<file path="src/rtl/ram_init.sv">
// Byte-enabled 1R1W synchronous RAM that zero-fills itself after every reset.
// Requests are ignored while the clear sweep is running (busy=1).
module ram_init #(
  parameter int unsigned DATA_W  = 32,
  parameter int unsigned ADDR_W  = 5,
  parameter bit          RDW_NEW = 1'b0
) (
  input  logic              clk,
  input  logic              rst_n,
  input  logic              we,
  input  logic [ADDR_W-1:0] w_addr,
  input  logic [DATA_W-1:0] w_data,
  input  logic [DATA_W/8-1:0] w_be,
  input  logic              re,
  input  logic [ADDR_W-1:0] r_addr,
  output logic [DATA_W-1:0] r_data,
  output logic              r_valid,
  output logic              busy
);

  localparam int unsigned DEPTH = 1 << ADDR_W;
  localparam int unsigned BE_W  = DATA_W / 8;

  typedef enum logic {
    CLEAR = 1'b0,
    RUN   = 1'b1
  } state_e;

  state_e              state_q, state_d;
  logic [ADDR_W-1:0]   cnt_q, cnt_d;
  logic [DATA_W-1:0]   r_data_q, r_data_d;
  logic                r_valid_q, r_valid_d;
  logic                busy_q, busy_d;

  logic [DATA_W-1:0]   mem_q [DEPTH];
  logic                mem_we;
  logic [ADDR_W-1:0]   mem_addr;
  logic [DATA_W-1:0]   mem_wdata;
  logic [DATA_W-1:0]   merged;

  // Current word at w_addr with the enabled bytes replaced by w_data.
  always_comb begin
    merged = mem_q[w_addr];
    for (int unsigned i = 0; i < BE_W; i++) begin
      if (w_be[i]) merged[8*i +: 8] = w_data[8*i +: 8];
    end
  end

  always_comb begin
    state_d   = state_q;
    cnt_d     = cnt_q;
    r_data_d  = r_data_q;
    r_valid_d = 1'b0;
    busy_d    = busy_q;
    mem_we    = 1'b0;
    mem_addr  = w_addr;
    mem_wdata = merged;
    case (state_q)
      CLEAR: begin
        mem_we    = 1'b1;
        mem_addr  = cnt_q;
        mem_wdata = '0;
        cnt_d     = cnt_q + 1'b1;
        if (cnt_q == ADDR_W'(DEPTH - 1)) begin
          state_d = RUN;
          cnt_d   = '0;
          busy_d  = 1'b0;
        end
      end
      RUN: begin
        mem_we = we;
        if (re) begin
          r_valid_d = 1'b1;
          // Same-address collision returns the merged word only in new-data mode.
          r_data_d  = (RDW_NEW && we && (r_addr == w_addr)) ? merged : mem_q[r_addr];
        end
      end
      default: state_d = CLEAR;
    endcase
  end

  always_ff @(posedge clk) begin
    if (!rst_n) begin
      state_q   <= CLEAR;
      cnt_q     <= '0;
      r_data_q  <= '0;
      r_valid_q <= 1'b0;
      busy_q    <= 1'b1;
    end else begin
      state_q   <= state_d;
      cnt_q     <= cnt_d;
      r_data_q  <= r_data_d;
      r_valid_q <= r_valid_d;
      busy_q    <= busy_d;
    end
  end

  // Storage has no reset; it is zeroed only by the clear sweep.
  always_ff @(posedge clk) begin
    if (rst_n && mem_we) mem_q[mem_addr] <= mem_wdata;
  end

  assign r_data  = r_data_q;
  assign r_valid = r_valid_q;
  assign busy    = busy_q;

endmodule
</file>
<file path="config.mk">
export PLATFORM = sky130hd
export DESIGN_NAME = ram_init
export DESIGN_NICKNAME = d
export VERILOG_FILES = /design/src/rtl/ram_init.sv
export SDC_FILE = /design/constraint.sdc
export NUM_CORES = 1
export LEC_CHECK = 0
export ABC_AREA = 1
export BUFFER_PORTS_ARGS = -buffer_cell sky130_fd_sc_hd__buf_2
export CELL_PAD_IN_SITES_DETAIL_PLACEMENT = 1
export CELL_PAD_IN_SITES_GLOBAL_PLACEMENT = 2
export CORE_MARGIN = 2
export CORE_UTILIZATION = 37
export CTS_BUF_LIST = sky130_fd_sc_hd__clkbuf_8
export CTS_CLUSTER_SIZE = 10
export DETAILED_ROUTE_END_ITERATION = 8
export GPL_ROUTABILITY_DRIVEN = 0
export PLACE_DENSITY = 0.81
export SYNTH_ARGS = -nofsm -noshare
export SYNTH_HDL_FRONTEND = slang
export SYNTH_SLANG_ARGS = --single-unit
</file>
<file path="constraint.sdc">
create_clock -name clk -period 2.8 [get_ports clk]
set_input_delay 0.28 -clock clk [delete_from_list [all_inputs] [get_ports clk]]
set_output_delay 0.28 -clock clk [all_outputs]
set_load 0.01 [all_outputs]
</file>
==> out/results.ini <==
[outcome]
status = complete, no violations

[yosys]
netlist_area_um2 = 55700
syn_nets = 6691
synth-seq-area-share_pct = 56.6
synth_seq_cells = 1064
syn_inst = 6639
ys_types = 25
ys_warn_count = 0
synth.avg_cell_area_um2 = 8.39

[pwr]
peakVddDrop_mv = 0.438
total_leakage_power_nw = 27.4
powerDensity_nw_per_um2 = 556
p_total_w = 0.0352

[detailed_routing]
wirelength_um = 236000
drtAntennaViolNets = 0
via_per_inst = 5.54
first_iter_violations = 4759
dr.pass1.iters = 5
drc = 0
vias = 49500
wl_per_cell_um = 26.4

[floorplanning]
ioPinCount = 84
die_area_um2 = 154000
rows = 142
die_h_um = 392
coreArea_um2 = 150000
initial_core_util_pct = 37.2
die_width_um = 392

[clock_network]
htreeDepth = 4
cts-root-buf = clkbuf_8
cts_buffers = 191
cts_tree = done
clock_latency_ns = 0.94
clkSinkCount = 1064
clock_path_buffers = 3
path_clk_slew_ns = 0.06

[cells_and_area]
layout_common_cells = nand2_1, nand3_1, edfxtp_1
instances_no_fill = 8927
fillers = 17600
nets = 6800
area_growth_pct = 13.5
stdcell_area_um2 = 63300
layout_commonest_cell = nand2_1
drive_gt1_share_pct = 9.42

[critical_path]
reg2reg_depth = 5
worstSetupStartpointType = flip-flop
worstPathMaxFanout = 14
required_ns = 3.37
worstSetupPathType = reg -> reg
end_kind = flip-flop
cp_data_arrival_time_ns = 3.09

[placement]
portBuffers = 83
post-dp-hpwl_um = 136000
place_inst = 8558
dpl_cell_area_um2 = 59600

[timing]
tightest_slew_ns = 1.15
rsz0062_at_grt = no
period_share_pct = 89.9
setup_viol = 0
finalMaxSlewViolations = 0
fmax_mhz = 397
slew_headroom_pct = 22.8
hold_viol = 0
skew_ns = 0.0468
fin_crit_ns = 2.52

[grt]
grt_pass1_wl_um = 343000
overflow = 0
antenna_found_initial = 5
grt_max_degree = 126
grt_pass1_vias = 50800
grtUsageTotal_pct = 30.5

[min_path]
hold_path_depth = 6
hold_class = in -> reg

[flow_run]
maxCapViolCount = 0

-- logic make-up (layout without fill, tap and decap cells) --
group | after synthesis | in the layout | share of synthesized area, %
and+or+nand+nor | 4503 | 4503 | 33.7
DFF | 1064 | 1064 | 56.6
buffers and inverters | 908 | 1178 | 8.11
AOI/OAI and AO/OA | 162 | 162 | 1.56
adders and majority gates | 2 | 2 | 0.0449
other | 0 | 2 | 0
-- report_power, final --
part / internal (W) / total (W) / switching (W) / leakage [nW]
sequential: 0.0173 / 0.0173 / 0.0000494 / 9.61
combinational: 0.00108 / 0.00382 / 0.00274 / 15.7
clock: 0.00705 / 0.0140 / 0.00699 / 2.09
total: 0.0254 / 0.0352 / 0.00977 / 27.4
-- worst max-delay path, cell delays in order, from the launching register on --
cell	delay (ns)
dfxtp_2	0.40
buf_4	0.21
o21ai_0	0.47
nand2_1	0.41
nor2_4	0.23
buf_4	0.41
-- state kept, by name (all words and copies together) (netlist names) --
| name | count |
|---|---|
| mem_q | 1024 |
| r_data | 32 |
| cnt_q | 5 |
| busy | 1 |
| r_valid | 1 |
| state_q | 1 |
-- Yosys cell counts (all sizes together) --
master / instances / area share (%)
a31oi: 1 / 0.011
buf: 391 / 4.6
edfxtp: 1024 / 55
clkinv: 1 / 0.0067
nand2: 2867 / 19
nor2: 158 / 1.1
dfxtp: 40 / 1.4
a21oi: 53 / 0.55
inv: 451 / 3.1
o211ai: 7 / 0.094
o21ai: 101 / 0.91
clkbuf: 65 / 0.44
nand3: 1472 / 13
ha: 2 / 0.045
nor3: 6 / 0.054
-- layout make-up --
type | count | area, µm² | area share [%]
sequential | 1064 | 31600 | 49.9
multi-input combinational | 4667 | 19900 | 31.5
timing repair buffer | 372 | 3960 | 6.26
clock buffer | 203 | 2790 | 4.42
tap | 2016 | 2520 | 3.99
inverter | 452 | 1780 | 2.81
clock inverter | 151 | 742 | 1.17
antenna | 2 | 5.00 | 0.00791
-- path summary, 6_finish.rpt --
path / from / end / slack (ns)
hold reg to reg: busy / busy / 0.50
setup / recovery: state_q / mem_q[0][6] / 0.28
hold / removal: w_data[31] / mem_q[17][31] / 0.09
setup reg to reg: state_q / mem_q[0][6] / 0.28
-- repair_timing --
item | 4_1_cts | 5_1_grt
gates resized for setup | 0 | 0
setup buffers | 0 | 0
hold buffers | 12 | 0
endpoints found under the hold margin | 109 | 0
-- layer usage --
metal | share of wire (%) | vias to the layer above | GRT usage, % | routed length [µm]
met4 | 3.9 | 4 | 11.9 | 9220
met2 | 47 | 1704 | 49.6 | 110000
met5 | 0.0098 | - | 0 | 23
li1 | - | 22100 | - | -
met3 | 6.5 | 449 | 5.12 | 15300
met1 | 43 | 25200 | 40.7 | 101000
-- per-stage QoR --
step           worst slack, ns  hold WS, ns  utilization (%)  TNS [ns]
2_1_floorplan           -0.163        0.431                -   -147.78
3_3_place_gp             0.154        0.479             39.8         0
3_5_place_dp            0.0607        0.486             39.8         0
4_1_cts                  0.302      0.00506             42.2         0
5_1_grt                  0.191       0.0742             42.2         0
6_report                 0.282       0.0861             42.2         0
No activity file was read; power rests on OpenSTA's default activity.
